**config.mk**
```make
export PLATFORM = sky130hd
export DESIGN_NAME = hazard_scheduler
export DESIGN_NICKNAME = d
export VERILOG_FILES = /design/src/rtl/hazard_scheduler.sv
export SDC_FILE = /design/constraint.sdc
export NUM_CORES = 1
export LEC_CHECK = 0
export ABC_AREA = 1
export CAP_MARGIN = 10
export CORE_MARGIN = 8
export CORE_UTILIZATION = 50
export DETAILED_ROUTE_END_ITERATION = 16
export DONT_BUFFER_PORTS = 1
export PLACE_DENSITY = 0.7
export SKIP_CTS_REPAIR_TIMING = 1
export SYNTH_ARGS = -nofsm -noshare
export SYNTH_HDL_FRONTEND = slang
export SYNTH_SLANG_ARGS = --single-unit
```
**constraint.sdc**
```tcl
create_clock -name clk -period 1.6 [get_ports clk]
set_input_delay 0.16 -clock clk [delete_from_list [all_inputs] [get_ports clk]]
set_output_delay 0.16 -clock clk [all_outputs]
set_load 0.02 [all_outputs]
```
**src/rtl/hazard_scheduler.sv**
```systemverilog
// Decode-stage hazard scheduler: EX/MEM tag pipeline driving operand forwarding,
// load-use stalls and counted fetch squash. Define HAZARD_PERF_EN for stall/flush cycle counters.
module hazard_scheduler #(
    parameter int FLUSH_CYCLES      = 1,
    parameter int LOAD_STALL_CYCLES = 1,
    parameter int CNT_WIDTH         = 32
) (
    input  logic       clk,
    input  logic       rst,
    input  logic       id_valid,
    input  logic [4:0] id_rs1,
    input  logic [4:0] id_rs2,
    input  logic       id_uses_rs1,
    input  logic       id_uses_rs2,
    input  logic [4:0] id_rd,
    input  logic       id_reg_we,
    input  logic       id_is_load,
    input  logic       id_pc_src,
    output logic       stall,
    output logic       flush,
    output logic       issue,
    output logic [1:0] fwd_a_sel,
    output logic [1:0] fwd_b_sel
`ifdef HAZARD_PERF_EN
    ,
    output logic [CNT_WIDTH-1:0] perf_stall_cnt,
    output logic [CNT_WIDTH-1:0] perf_flush_cnt
`endif
);

    if (FLUSH_CYCLES < 1 || FLUSH_CYCLES > 7 || LOAD_STALL_CYCLES < 1 ||
        LOAD_STALL_CYCLES > 3 || CNT_WIDTH < 1) begin : g_param_check
        $error("hazard_scheduler: parameter out of range");
    end

    logic       ex_v_r;
    logic       ex_we_r;
    logic       ex_ld_r;
    logic [4:0] ex_rd_r;
    logic       mem_v_r;
    logic       mem_we_r;
    logic [4:0] mem_rd_r;
    logic [1:0] stall_cnt_r;
    logic [2:0] flush_cnt_r;

    logic ex_live_s;
    logic mem_live_s;
    logic ex_hit_a_s;
    logic ex_hit_b_s;
    logic mem_hit_a_s;
    logic mem_hit_b_s;
    logic load_use_s;
    logic stall_s;
    logic flush_s;
    logic issue_s;

    function automatic logic operand_hit(input logic uses, input logic [4:0] src,
                                         input logic live, input logic [4:0] rd);
        return uses & live & (src == rd);
    endfunction

    // x0 is never a producer, so a slot writing x0 is treated as dead
    assign ex_live_s  = ex_v_r & ex_we_r & (ex_rd_r != 5'd0);
    assign mem_live_s = mem_v_r & mem_we_r & (mem_rd_r != 5'd0);

    assign ex_hit_a_s  = operand_hit(id_uses_rs1, id_rs1, ex_live_s, ex_rd_r);
    assign ex_hit_b_s  = operand_hit(id_uses_rs2, id_rs2, ex_live_s, ex_rd_r);
    assign mem_hit_a_s = operand_hit(id_uses_rs1, id_rs1, mem_live_s, mem_rd_r);
    assign mem_hit_b_s = operand_hit(id_uses_rs2, id_rs2, mem_live_s, mem_rd_r);

    // Squash dominates: an instruction being flushed never raises a load-use stall
    assign flush_s    = (flush_cnt_r != 3'd0);
    assign load_use_s = id_valid & ~flush_s & ex_ld_r & (ex_hit_a_s | ex_hit_b_s);
    assign stall_s    = ~flush_s & (load_use_s | (stall_cnt_r != 2'd0));
    assign issue_s    = id_valid & ~stall_s & ~flush_s;

    assign stall = stall_s;
    assign flush = flush_s;
    assign issue = issue_s;

    // rs1 forward select: youngest non-load producer in EX, else MEM
    always_comb begin
        fwd_a_sel = 2'b00;
        if (ex_hit_a_s && !ex_ld_r) begin
            fwd_a_sel = 2'b01;
        end else if (mem_hit_a_s) begin
            fwd_a_sel = 2'b10;
        end else begin
            fwd_a_sel = 2'b00;
        end
    end

    // rs2 forward select, same priority as rs1
    always_comb begin
        fwd_b_sel = 2'b00;
        if (ex_hit_b_s && !ex_ld_r) begin
            fwd_b_sel = 2'b01;
        end else if (mem_hit_b_s) begin
            fwd_b_sel = 2'b10;
        end else begin
            fwd_b_sel = 2'b00;
        end
    end

    // Tag pipeline: a non-issuing cycle shifts a bubble into EX
    always_ff @(posedge clk) begin
        if (rst) begin
            ex_v_r   <= 1'b0;
            ex_we_r  <= 1'b0;
            ex_ld_r  <= 1'b0;
            ex_rd_r  <= 5'd0;
            mem_v_r  <= 1'b0;
            mem_we_r <= 1'b0;
            mem_rd_r <= 5'd0;
        end else begin
            mem_v_r  <= ex_v_r;
            mem_we_r <= ex_we_r;
            mem_rd_r <= ex_rd_r;
            ex_v_r   <= issue_s;
            ex_we_r  <= id_reg_we;
            ex_ld_r  <= id_is_load;
            ex_rd_r  <= id_rd;
        end
    end

    // Extra load-use bubbles beyond the detection cycle
    always_ff @(posedge clk) begin
        if (rst) begin
            stall_cnt_r <= 2'd0;
        end else if (stall_cnt_r != 2'd0) begin
            stall_cnt_r <= stall_cnt_r - 2'd1;
        end else if (load_use_s) begin
            stall_cnt_r <= 2'(LOAD_STALL_CYCLES - 1);
        end else begin
            stall_cnt_r <= 2'd0;
        end
    end

    // Fetch-squash countdown armed by an issuing taken control transfer
    always_ff @(posedge clk) begin
        if (rst) begin
            flush_cnt_r <= 3'd0;
        end else if (flush_cnt_r != 3'd0) begin
            flush_cnt_r <= flush_cnt_r - 3'd1;
        end else if (id_pc_src && issue_s) begin
            flush_cnt_r <= 3'(FLUSH_CYCLES);
        end else begin
            flush_cnt_r <= 3'd0;
        end
    end

`ifdef HAZARD_PERF_EN
    // Saturating count of stall cycles
    always_ff @(posedge clk) begin
        if (rst) begin
            perf_stall_cnt <= {CNT_WIDTH{1'b0}};
        end else if (stall_s && (perf_stall_cnt != {CNT_WIDTH{1'b1}})) begin
            perf_stall_cnt <= perf_stall_cnt + CNT_WIDTH'(1);
        end else begin
            perf_stall_cnt <= perf_stall_cnt;
        end
    end

    // Saturating count of flush cycles
    always_ff @(posedge clk) begin
        if (rst) begin
            perf_flush_cnt <= {CNT_WIDTH{1'b0}};
        end else if (flush_s && (perf_flush_cnt != {CNT_WIDTH{1'b1}})) begin
            perf_flush_cnt <= perf_flush_cnt + CNT_WIDTH'(1);
        end else begin
            perf_flush_cnt <= perf_flush_cnt;
        end
    end
`endif

endmodule

```
; Word-level counts from Yosys, hierarchy flattened
; Index checks and enable logic that the tools add are counted.
[totals]
out_inout_bits = 7
ff_bits = 20
rom_bits = 0
n_memories = 0
latchBits = 0
ramBits = 0
word_cells = 53
[classes]
addsub = 2
n_mul = 0
n_eq_ne = 4
bitwise_logic = 23
mux = 6
magnitude_cmp = 0
shift = 0
div = 0
reduce_logical = 9
[op_table]
columns = operator, count
row1 = $eq 5x5->1, 4
row2 = $and 1x1->1, 18
row3 = $reduce_bool 5->1, 2
row4 = $mux 2, 4
row5 = $logic_and 1x1->1, 3
row6 = $mux 3, 1
row7 = $not 1->1, 3
row8 = $reduce_bool 3->1, 1
row9 = $sub 3x1->3 const B, 1
row10 = $or 1x1->1, 2
row11 = $reduce_bool 2->1, 1
row12 = $reduce_or 2->1, 1
row13 = $sub 2x1->2 const B, 1
row14 = $logic_not 1->1, 1
row15 = $mux 1, 1

; Logic depth before layout (Yosys ltp)
; Gate-level depths: netlist of the first run.
[logic_depth]
ltp_word = 14
mapped_depth = 10
mapped_depth_nobuf = 10

; Least setup slack after synthesis of the first run
; Ideal clock, no wire load.
[synth_timing]
path_type = flip-flop to output port
startpoint = register flush_cnt_r[0]
endpoint = output stall
path_slack_ns = 0.098
stages_incl_launch_ff = 7
arrival_time_ns = 1.342
cell_sequence = dfxtp_1 inv_1 ha_1 nand2_1 nor3_1 nand2_2 a21oi_1
[synth_via]
elab_chain_len = 7
[synth_rtl]
columns = element, line_no
row1 = start: declaration, 44  ; logic [2:0] flush_cnt_r;
row2 = start signal: assignment, 144  ; flush_cnt_r <= flush_cnt_r - 3'd1;
row3 = start signal: assignment, 146  ; flush_cnt_r <= 3'(FLUSH_CYCLES);
row4 = $reduce_bool 3->1 *, 72  ; assign flush_s = (flush_cnt_r != 3'd0);
row5 = via flush, 20  ; output logic flush,
row6 = $not 1->1 *, "73, 74"
row7 = $and 1x1->1 (3 in series), 73  ; assign load_use_s = id_valid & ~flush_s & ex_ld_r & (ex_hit_a_s | ex_hit_b_s);
row8 = $or 1x1->1, 74  ; assign stall_s = ~flush_s & (load_use_s | (stall_cnt_r != 2'd0));
row9 = $and 1x1->1 *, 74
row10 = end: declaration, 19  ; output logic stall,
; Mark *: on every way through the listed nets, which the timed path passes. The rest lies on a longest branch.

; Final worst setup path of the first run
[layout_timing]
startpoint = register flush_cnt_r[0]
endpoint = output stall
[layout_via]
elab_chain_len = 7
[layout_rtl]
columns = element, line_no
row1 = $reduce_bool 3->1 *, 72
row2 = $not 1->1 *, "73, 74"
row3 = $and 1x1->1 (3 in series), 73
row4 = $or 1x1->1, 74
row5 = $and 1x1->1 *, 74
; Every way passes the cells marked *; elsewhere a longest branch is shown, timed or not.

==> results of run 1 <==
-- cell type report --
cell class              instances  area, sq um
clock buffers                   3         22.5
fillers                       204          761
inverters                      41          159
multi-input cells             101          606
flip-flops and latches         20          414
well taps                      28         35.0
repair buffers                 13          130
-- metal layers --
layer | routed length [microns] | GRT usage | up-vias
met5 | 0 | 0 | -
met2 | 1410 | 0.216 | 33
met1 | 1020 | 0.133 | 470
met3 | 190 | 0.0412 | 2
met4 | 15 | 0.0598 | 0
li1 | - | - | 528
-- sequential cells by signal, summed over array words and instances (netlist names) --
signal	count
ex_ld_r	1
stall_cnt_r	2
mem_rd_r	5
ex_we_r	1
ex_rd_r	5
mem_we_r	1
ex_v_r	1
mem_v_r	1
flush_cnt_r	3
-- synthesized netlist by cell type (2+ instances only) --
cell type	count
ha_1	3
nand2_2	3
o22ai_1	3
nor2_1	26
inv_1	37
dfxtp_1	20
xor2_1	5
nor4_1	2
nand3_1	7
inv_2	4
nor3_1	4
a21oi_1	6
nand2_1	28
nand4_1	2
o21ai_0	4
-- cells by family after synthesis --
kind of cell               after synthesis  synth area share
and+or+nand+nor                         77             0.320
buffers and inverters                   43             0.149
DFF                                     20             0.368
AOI/OAI and AO/OA                       15            0.0805
xor gates and xnor gates                 6            0.0483
adders and majority gates                3            0.0345
-- power breakdown --
part / switching [W] / total [W] / internal, W / leakage (nW)
combinational: 0.000326 / 0.000537 / 0.000211 / 0.510
clock: 0.000139 / 0.000226 / 0.0000874 / 0.0138
sequential: 0.0000371 / 0.000598 / 0.000561 / 0.167
total: 0.000503 / 0.00136 / 0.000860 / 0.691
-- final timing paths --
kind	end	cells after the start	from	slack (ps)
min	flush_cnt_r[0]	2	id_pc_src	40
min reg2reg	stall_cnt_r[0]	1	stall_cnt_r[0]	430
max	stall	7	flush_cnt_r[0]	-110
max reg2reg	ex_v_r	8	flush_cnt_r[0]	250
-- metrics by stage --
stage                     hold slack, ps  setup TNS, ps  utilization  std cells  cell area [sq um]
final                               35.9           -310        0.642        206               1370
after floorplan                      267              0            -        164               1090
after global placement               234              0        0.538        194               1140
after global routing                27.9           -895        0.642        206               1370
after detailed placement             235              0        0.538        194               1140
after CTS                          -86.8           -489        0.549        197               1170
==> summary.md, run 1 <==
| Metric | Value |
|---|---|
| DP Worst Slack | `182 ps` |
| GRT Total Usage | `0.125` |
| Unrepaired setup endpoints after global routing | `true` |
| Arr. time, crit path | `1550 ps` |
| TritonCTS buffer count | `3` |
| Core area | `2130 sq um` |
| Syn_nets | `190` |
| Period Utilization, post-route | `1.07` |
| Failing checks | `setup timing` |
| Post-route setup slack | `-106 ps` |
| Post-synth top area share | `0.368` |
| Global-route wire length before repair | `4070 microns` |
| Endpoints failing setup | `5` |
| Maximum clock insertion buffer count | `2` |
| Routed WL per cell | `12.8 microns` |
| Synth top area cells | `dfxtp_1 (37%), inv_1 (13%), nand2_1 (9.7%), nor2_1 (9.0%), xor2_1 (4.0%)` |
| Final hold vios | `0` |
| Critical Path Max Stage Delay | `320 ps` |
| Total wire length | `approximately 2600 microns` |
| Final net count | `206` |
| Post-synth EDFFs | `0` |
| Final Max Slew Viols | `0` |
| Clock Tree Root | `clkbuf_4` |
| Die W | `about 63 microns` |
| CP bufs+invs | `2` |
| P_leak | `0.691 nW` |
| Via-to-Cell Ratio | `5.01` |
| Fmax | `between 500 and 600 MHz` |
| Slew margin rel. | `0.547` |
| Vias in the first global route | `951` |
| Die area | `3930 sq um` |
| H-tree depth | `1` |
| Syn Area/Cell | `around 6.6 sq um` |
| CP required | `between 1000 and 1500 ps` |
| Seq/Total Area, Yosys | `0.368` |
| FFs w/ async S/R, synth | `0` |
| Max-cap viol count | `0` |
| Synthesized area | `1090 sq um` |
| CP cell instances | `inv_1 -> ha_1 -> nand2_2 -> nor3_4 -> nand2_4 -> a21oi_2 -> buf_4` |
| CP max FO | `4` |
| Critical path endpoint category | `output pin` |
| Dominant synthesized flop cell | `dfxtp_1` |
| Tmin final | `1710 ps` |
| Starting Density | `0.512` |
| Number of core rows | `17` |
| Post-route DRC | `0` |
| Most common cell after layout, fill and taps aside | `inv_1` |
| Starting DRT DRC Count | `46` |
| Initial antenna violation count | `0` |
| HP Class | `input pin to flip-flop` |
| HPWL Detailed | `2060 microns` |
| Pwr dens | `roughly 1000 nW/um^2` |
| Largest area contributor in the netlist | `dfxtp_1` |
| CTS tree | `built` |
| Max VDD drop | `0.00121 V` |
| # port buffers | `0` |
| Synth Instances | `164` |
| CTS Sinks | `20` |
| Critical path type | `flip-flop to output pin` |
| DR vias | `1,033` |
| Critical-path top delay cell | `dfxtp_1` |
| Status | `finished, violations left` |
| Synth cell types | `25` |
| Most frequent cells in the layout | `inv_1 (33), nor2_1 (23), nand2_1 (21)` |
| Power, Total | `0.00136 W` |
| Chip Height | `62.7 microns` |
| Global placement routability congestion | `around 0.86` |
| Worst-Skew Late Latency | `290 ps` |
| Clk_skew | `5.55 ps` |
| Clock slew at reported path FFs | `about 110 ps` |
| Grt ovf | `0` |
| Detail Route Antenna Nets | `0` |
| I/O pins | `30` |
| Layout cells sized above 1 | `0.258` |
| Yosys reg bits | `20` |
| Area Overhead vs Synth | `25.5%` |
| Number of antenna diodes | `0` |
| Largest net degree at the start of global routing | `20` |
| Startpoint Class | `flip-flop` |
| Drt first pass iters | `4` |
| Crit path max-delay family | `simple AND/OR/NAND/NOR gates` |
| Slew @ Worst Pin | `slightly below 700 ps` |
| YS warnings | `0` |
Note: power is estimated with default switching activity, not from simulation.
==> run 2, diff against run 1 <==
- CORE_UTILIZATION: 50 -> 44
- PLACE_DENSITY: 0.7 -> 0.64
==> run 2 against run 1 <==
Net effect:
- the run still ends with setup timing left
- via count decreased by 0.48%
- sequential share of layout area decreased by 0.18 points
- utilization decreased by 6.3 points
- worst hold slack got worse by 28 ps
- wire length increased by 3.4%
- clock-buffer cell count unchanged
- clock power increased by 5%
- combinational power decreased by 3%
- critical path type unchanged
- critical endpoint unchanged
- highest routed layer unchanged
==> summary.md, run 2 (synthesis gave the netlist of run 1 again) <==
| Metric | Value |
|---|---|
| HPWL Detailed | `1900 microns (was 2060 microns)` |
| Fmax | `582 MHz (was 586 MHz)` |
| Global-route wire length before repair | `3910 microns (was 4070 microns)` |
| Number of antenna diodes | `0 (unchanged)` |
| Startpoint Class | `flip-flop (unchanged)` |
| Maximum clock insertion buffer count | `2 (unchanged)` |
| Worst-Skew Late Latency | `300 ps (was 290 ps)` |
| Final net count | `209 (was 206)` |
| Chip Height | `65.7 microns (was 62.7 microns)` |
| HP Class | `input pin to flip-flop (unchanged)` |
| Via-to-Cell Ratio | `4.87 (was 5.01)` |
| Vias in the first global route | `933 (was 951)` |
| DR vias | `1,028 (was 1,033)` |
| Combinational Power Share | `0.383 (was 0.394)` |
| Starting Density | `0.452 (was 0.512)` |
| Routed WL per cell | `12.9 microns (was 12.8 microns)` |
| CTS tree | `built (unchanged)` |
| Most common cell after layout, fill and taps aside | `inv_1 (unchanged)` |
| Net Sw Power | `0.000494 W (was 0.000503 W)` |
| CP max FO | `4 (unchanged)` |
| Endpoints failing setup | `5 (unchanged)` |
| # fillers | `217 (was 204)` |
| Drt first pass iters | `4 (unchanged)` |
| Hold_ws | `8.18 ps (was 35.9 ps)` |
| H-tree depth | `1 (unchanged)` |
| Switching Fraction | `0.364 (was 0.369)` |
| Starting DRT DRC Count | `74 (was 46)` |
| Post-route setup slack | `-117 ps (was -106 ps)` |
| Status | `finished, violations left (unchanged)` |
| P_leak | `0.697 nW (was 0.691 nW)` |
| Die W | `65.7 microns (was 62.7 microns)` |
| Tmin final | `1720 ps (was 1710 ps)` |
| Post-route DRC | `0 (unchanged)` |
| TritonCTS buffer count | `3 (unchanged)` |
| Slew margin rel. | `0.541 (was 0.547)` |
| Max VDD drop | `0.00104 V (was 0.00121 V)` |
| Reg power frac | `0.442 (was 0.439)` |
| Slew @ Worst Pin | `687 ps (was 677 ps)` |
| Arr. time, crit path | `1560 ps (was 1550 ps)` |
| Total wire length | `2720 microns (was 2630 microns)` |
| # port buffers | `0 (unchanged)` |
| Clk pwr share | `0.175 (was 0.166)` |
| CTS Sinks | `20 (unchanged)` |
| Number of core rows | `18 (was 17)` |
| Max-cap viol count | `0 (unchanged)` |
| Biggest regs | `ex_rd_r (5), mem_rd_r (5), flush_cnt_r (3) (unchanged)` |
| Final hold vios | `0 (unchanged)` |
| Most frequent cells in the layout | `inv_1 (32), nand2_1 (23), nor2_1 (22) (was inv_1 (33), nor2_1 (23), nand2_1 (21))` |
| Pwr dens | `974 nW/um^2 (was 997 nW/um^2)` |
| Layout cells sized above 1 | `0.298 (was 0.258)` |
| Failing checks | `setup timing (unchanged)` |
| Largest net degree at the start of global routing | `20 (unchanged)` |
| Clock slew at reported path FFs | `110 ps (about the same)` |
| Clk_skew | `7.73 ps (was 5.55 ps)` |
| Clock Tree Root | `clkbuf_4 (unchanged)` |
| Die area | `4320 sq um (was 3930 sq um)` |
| Critical path endpoint category | `output pin (unchanged)` |
| GRT Total Usage | `0.113 (was 0.125)` |
| Internal power | `0.000864 W (was 0.000860 W)` |
| Unrepaired setup endpoints after global routing | `true (unchanged)` |
| Critical path type | `flip-flop to output pin (unchanged)` |
| Util after Layout | `0.579 (was 0.642)` |
| Final Max Slew Viols | `0 (unchanged)` |
| CP required | `1440 ps (about the same)` |
| Area Overhead vs Synth | `28.2% (was 25.5%)` |
| Grt ovf | `0 (unchanged)` |
| I/O pins | `30 (unchanged)` |
| Global placement routability congestion | `0.878 (was 0.860)` |
| Detail Route Antenna Nets | `0 (unchanged)` |
| Period Utilization, post-route | `1.07 (about the same)` |
| Core area | `2410 sq um (was 2130 sq um)` |
| Initial antenna violation count | `0 (unchanged)` |
## run 2: cell types whose count changed in the layout (fill, tap and decap cells not counted), sizes merged
cell,delta
buf,+3
## run 2: power by group through the flow
stage | registers (W) | logic [W] | clock network [W]
5_1_grt | 0.000609 | 0.000585 | 0.000254
2_1_floorplan | 0.000603 | 0.000325 | 0
3_3_place_gp | 0.000609 | 0.000402 | 0
6_report | 0.000600 | 0.000520 | 0.000238
3_5_place_dp | 0.000610 | 0.000407 | 0
4_1_cts | 0.000599 | 0.000410 | 0.000243
## run 2: critical path: stages, from the launching register on
cell and delay, ps:
dfxtp_2 380, inv_2 60, nand2_1 60, nand3_1 80, nor2_2 160, nand3_4 100, nand2_2 90, nand2_4 60
a21oi_2 110, buf_4 150
## run 2: routing by layer
layer,vias to the layer above,track usage,routed length [microns]
li1,537,-,-
met1,455,0.136,1140
met2,30,0.183,1310
met3,6,0.0306,226
met4,0,0.0518,47
met5,-,0,0
## run 2: metrics by stage
step / std cells / instance area (sq um) / setup WS (ps) / TNS (ps) / total power (W)
after CTS: 199 / 1170 / -145 / -488 / 0.00125
after floorplan: 164 / 1090 / 97.7 / 0 / 0.000928
after global placement: 196 / 1150 / 225 / 0 / 0.00101
final: 211 / 1400 / -117 / -303 / 0.00136
after detailed placement: 196 / 1150 / 207 / 0 / 0.00102
after global routing: 211 / 1400 / -211 / -764 / 0.00145
## run 2: layout make-up
class                      instances  area, sq um  share of cell area
clock buffer                       3         22.5              0.0161
inverter                          41          156               0.112
multi-input combinational        101          614               0.440
sequential                        20          420               0.301
tap                               30         37.5              0.0269
timing repair buffer              16          144               0.103
## run 2: path summary, 6_finish.rpt
| check | slack, ps | startpoint | end | cells past startpoint |
|---|---|---|---|---|
| worst max register to register | 270 | ex_rd_r[1] | ex_v_r | 10 |
| worst min-delay path | 8 | id_pc_src | flush_cnt_r[0] | 2 |
| worst min register to register | 430 | ex_v_r | mem_v_r | 2 |
| worst max-delay path | -120 | ex_rd_r[1] | stall | 9 |
==> run 3, diff against run 2 <==
- CELL_PAD_IN_SITES_DETAIL_PLACEMENT: default -> 0
- CELL_PAD_IN_SITES_GLOBAL_PLACEMENT: default -> 1
- CORE_UTILIZATION: 44 -> 42
- PLACE_DENSITY: 0.64 -> 0.81
==> run 3 against run 2 <==
Net effect:
- the run still ends with setup timing left
- clock power increased by 21%
- worst hold slack improved by 18 ps
- sequential power about the same
- power increased by 3.8%
- worst setup slack improved by 19 ps
- clock-buffer cell count increased by 1
- largest power group unchanged
==> summary.md, run 3 (synthesis gave the netlist of run 1 again) <==
| Metric | Value |
|---|---|
| HP Class | `input pin to flip-flop (unchanged)` |
| Final Max Slew Viols | `0 (unchanged)` |
| Global-route wire length before repair | `3860 microns (was 3910 microns)` |
| CTS tree | `built (unchanged)` |
| R2r setup slk | `130 ps (was 270 ps)` |
| R2r endpoint | `flush_cnt_r[0] (was ex_v_r)` |
| CP startpoint | `ex_rd_r[3] (was ex_rd_r[1])` |
| Starting DRT DRC Count | `32 (was 74)` |
| Most frequent cells in the layout | `inv_1 (33), nand2_1 (24), nor2_1 (22) (was inv_1 (32), nand2_1 (23), nor2_1 (22))` |
| Period Utilization, post-route | `1.06 (was 1.07)` |
| Vias in the first global route | `926 (was 933)` |
| Starting Density | `0.439 (was 0.452)` |
| Startpoint Class | `flip-flop (unchanged)` |
| Initial antenna violation count | `0 (unchanged)` |
| Core area | `2480 sq um (was 2410 sq um)` |
| Max VDD drop | `0.000940 V (was 0.00104 V)` |
| Global placement routability congestion | `0.871 (was 0.878)` |
| # fillers | `257 (was 217)` |
| Max-cap viol count | `0 (unchanged)` |
| Number of core rows | `18 (unchanged)` |
| Chip Height | `66.9 microns (was 65.7 microns)` |
| CP cell instances | `a21oi_1 -> nand2_1 -> nor2_2 -> nand3_2 -> nand2_2 -> nand2_4 -> a21oi_2 -> buf_6 (was inv_2 -> nand2_1 -> nand3_1 -> nor2_2 -> nand3_4 -> nand2_2 -> nand2_4 -> a21oi_2 -> buf_4)` |
| Post-route DRC | `0 (unchanged)` |
| H-tree depth | `1 (unchanged)` |
| Grt ovf | `0 (unchanged)` |
| TritonCTS buffer count | `3 (unchanged)` |
| Power, Total | `0.00141 W (was 0.00136 W)` |
| HPWL Detailed | `2000 microns (was 1900 microns)` |
| Die area | `4480 sq um (was 4320 sq um)` |
| Tmin final | `1700 ps (was 1720 ps)` |
| Unrepaired setup endpoints after global routing | `true (unchanged)` |
| Number of antenna diodes | `0 (unchanged)` |
| Reg2reg path depth | `10 (unchanged)` |
| Final hold vios | `0 (unchanged)` |
| Clk_skew | `3.04 ps (was 7.73 ps)` |
| Slew margin rel. | `0.526 (was 0.541)` |
| DR vias | `1,013 (was 1,028)` |
| Fmax | `589 MHz (was 582 MHz)` |
| Levels on crit path | `8 (was 9)` |
| Placed inst area | `1150 sq um (unchanged)` |
| Area Overhead vs Synth | `27.0% (was 28.2%)` |
| Crit path to | `stall (unchanged)` |
| Arr. time, crit path | `1540 ps (was 1560 ps)` |
| Clock slew at reported path FFs | `110 ps (about the same)` |
| # port buffers | `0 (unchanged)` |
| Via-to-Cell Ratio | `4.80 (was 4.87)` |
| Total wire length | `2620 microns (was 2720 microns)` |
| I/O pins | `30 (unchanged)` |
| GRT Total Usage | `0.111 (was 0.113)` |
| P_leak | `0.702 nW (was 0.697 nW)` |
| CP max FO | `7 (was 4)` |
| Die W | `66.9 microns (was 65.7 microns)` |
| Clock Tree Root | `clkbuf_4 (unchanged)` |
| Critical-path top delay cell | `dfxtp_4 (was dfxtp_2)` |
| CP required | `1440 ps (about the same)` |
| Endpoints failing setup | `5 (unchanged)` |
| Failing checks | `setup timing (unchanged)` |
| Final std cells w/o fill | `211 (unchanged)` |
| Layout cells sized above 1 | `0.249 (was 0.298)` |
| CTS Sinks | `20 (unchanged)` |
| Routed WL per cell | `12.4 microns (was 12.9 microns)` |
| Detail Route Antenna Nets | `0 (unchanged)` |
| Worst-Skew Late Latency | `290 ps (was 300 ps)` |
| Design Area, Final | `1380 sq um (was 1400 sq um)` |
| Crit path max-delay family | `simple AND/OR/NAND/NOR gates (unchanged)` |
| DP Cell Count | `196 (unchanged)` |
| DP Worst Slack | `177 ps (was 207 ps)` |
| Slew @ Worst Pin | `708 ps (was 687 ps)` |
| CP bufs+invs | `1 (was 2)` |
| Util after Layout | `0.558 (was 0.579)` |
| Critical path endpoint category | `output pin (unchanged)` |
| Drt first pass iters | `4 (unchanged)` |
| Post-route setup slack | `-98.1 ps (was -117 ps)` |
| R2r startpoint | `ex_rd_r[3] (was ex_rd_r[1])` |
| Critical path type | `flip-flop to output pin (unchanged)` |
| Final net count | `208 (was 209)` |
| Pwr dens | `1020 nW/um^2 (was 974 nW/um^2)` |
| Status | `finished, violations left (unchanged)` |
| Largest net degree at the start of global routing | `20 (unchanged)` |
| Biggest regs | `ex_rd_r (5), mem_rd_r (5), flush_cnt_r (3) (unchanged)` |
| Critical Path Max Stage Delay | `390 ps (was 380 ps)` |
| Maximum clock insertion buffer count | `2 (unchanged)` |
| Most common cell after layout, fill and taps aside | `inv_1 (unchanged)` |
[run 3: per-layer routing]
layer  part of all wire  track usage  vias to the layer above
li1                   -            -                      533
met1               0.44        0.122                      458
met2               0.49        0.192                       20
met3              0.058       0.0336                        2
met4             0.0057       0.0470                        0
met5                  0            0                        -
[run 3: how the worst min path moves through the flow]
stage | slack [ps] | cells past startpoint | to | start
after CTS | -100 | 1 | mem_v_r | rst
after floorplan | 270 | 2 | ex_ld_r | id_is_load
after global routing | 10 | 2 | flush_cnt_r[0] | id_pc_src
after detailed placement | 240 | 1 | mem_v_r | rst
final | 30 | 2 | flush_cnt_r[0] | id_pc_src
after global placement | 230 | 1 | ex_rd_r[3] | rst
[run 3: stage by stage]
step	hold WS (ps)	setup TNS (ps)
floorplan	267	0
global placement	233	0
detailed placement	236	0
CTS	-95.8	-605
global route	13.8	-958
finish	26.0	-379
[run 3: power by group]
part           internal (W)  total, W  switching, W  leakage [nW]
Sequential         0.000561  0.000601     0.0000404         0.168
Clock              0.000139  0.000287      0.000149        0.0210
Combinational      0.000211  0.000522      0.000311         0.513
[run 3: final cells by class]
type | instances | area (sq um) | area share
well taps | 30 | 37.5 | 0.0271
multi-input cells | 101 | 597 | 0.432
flip-flops and latches | 20 | 417 | 0.301
inverters | 41 | 159 | 0.115
repair buffers | 15 | 136 | 0.0986
clock buffers | 4 | 36.3 | 0.0262
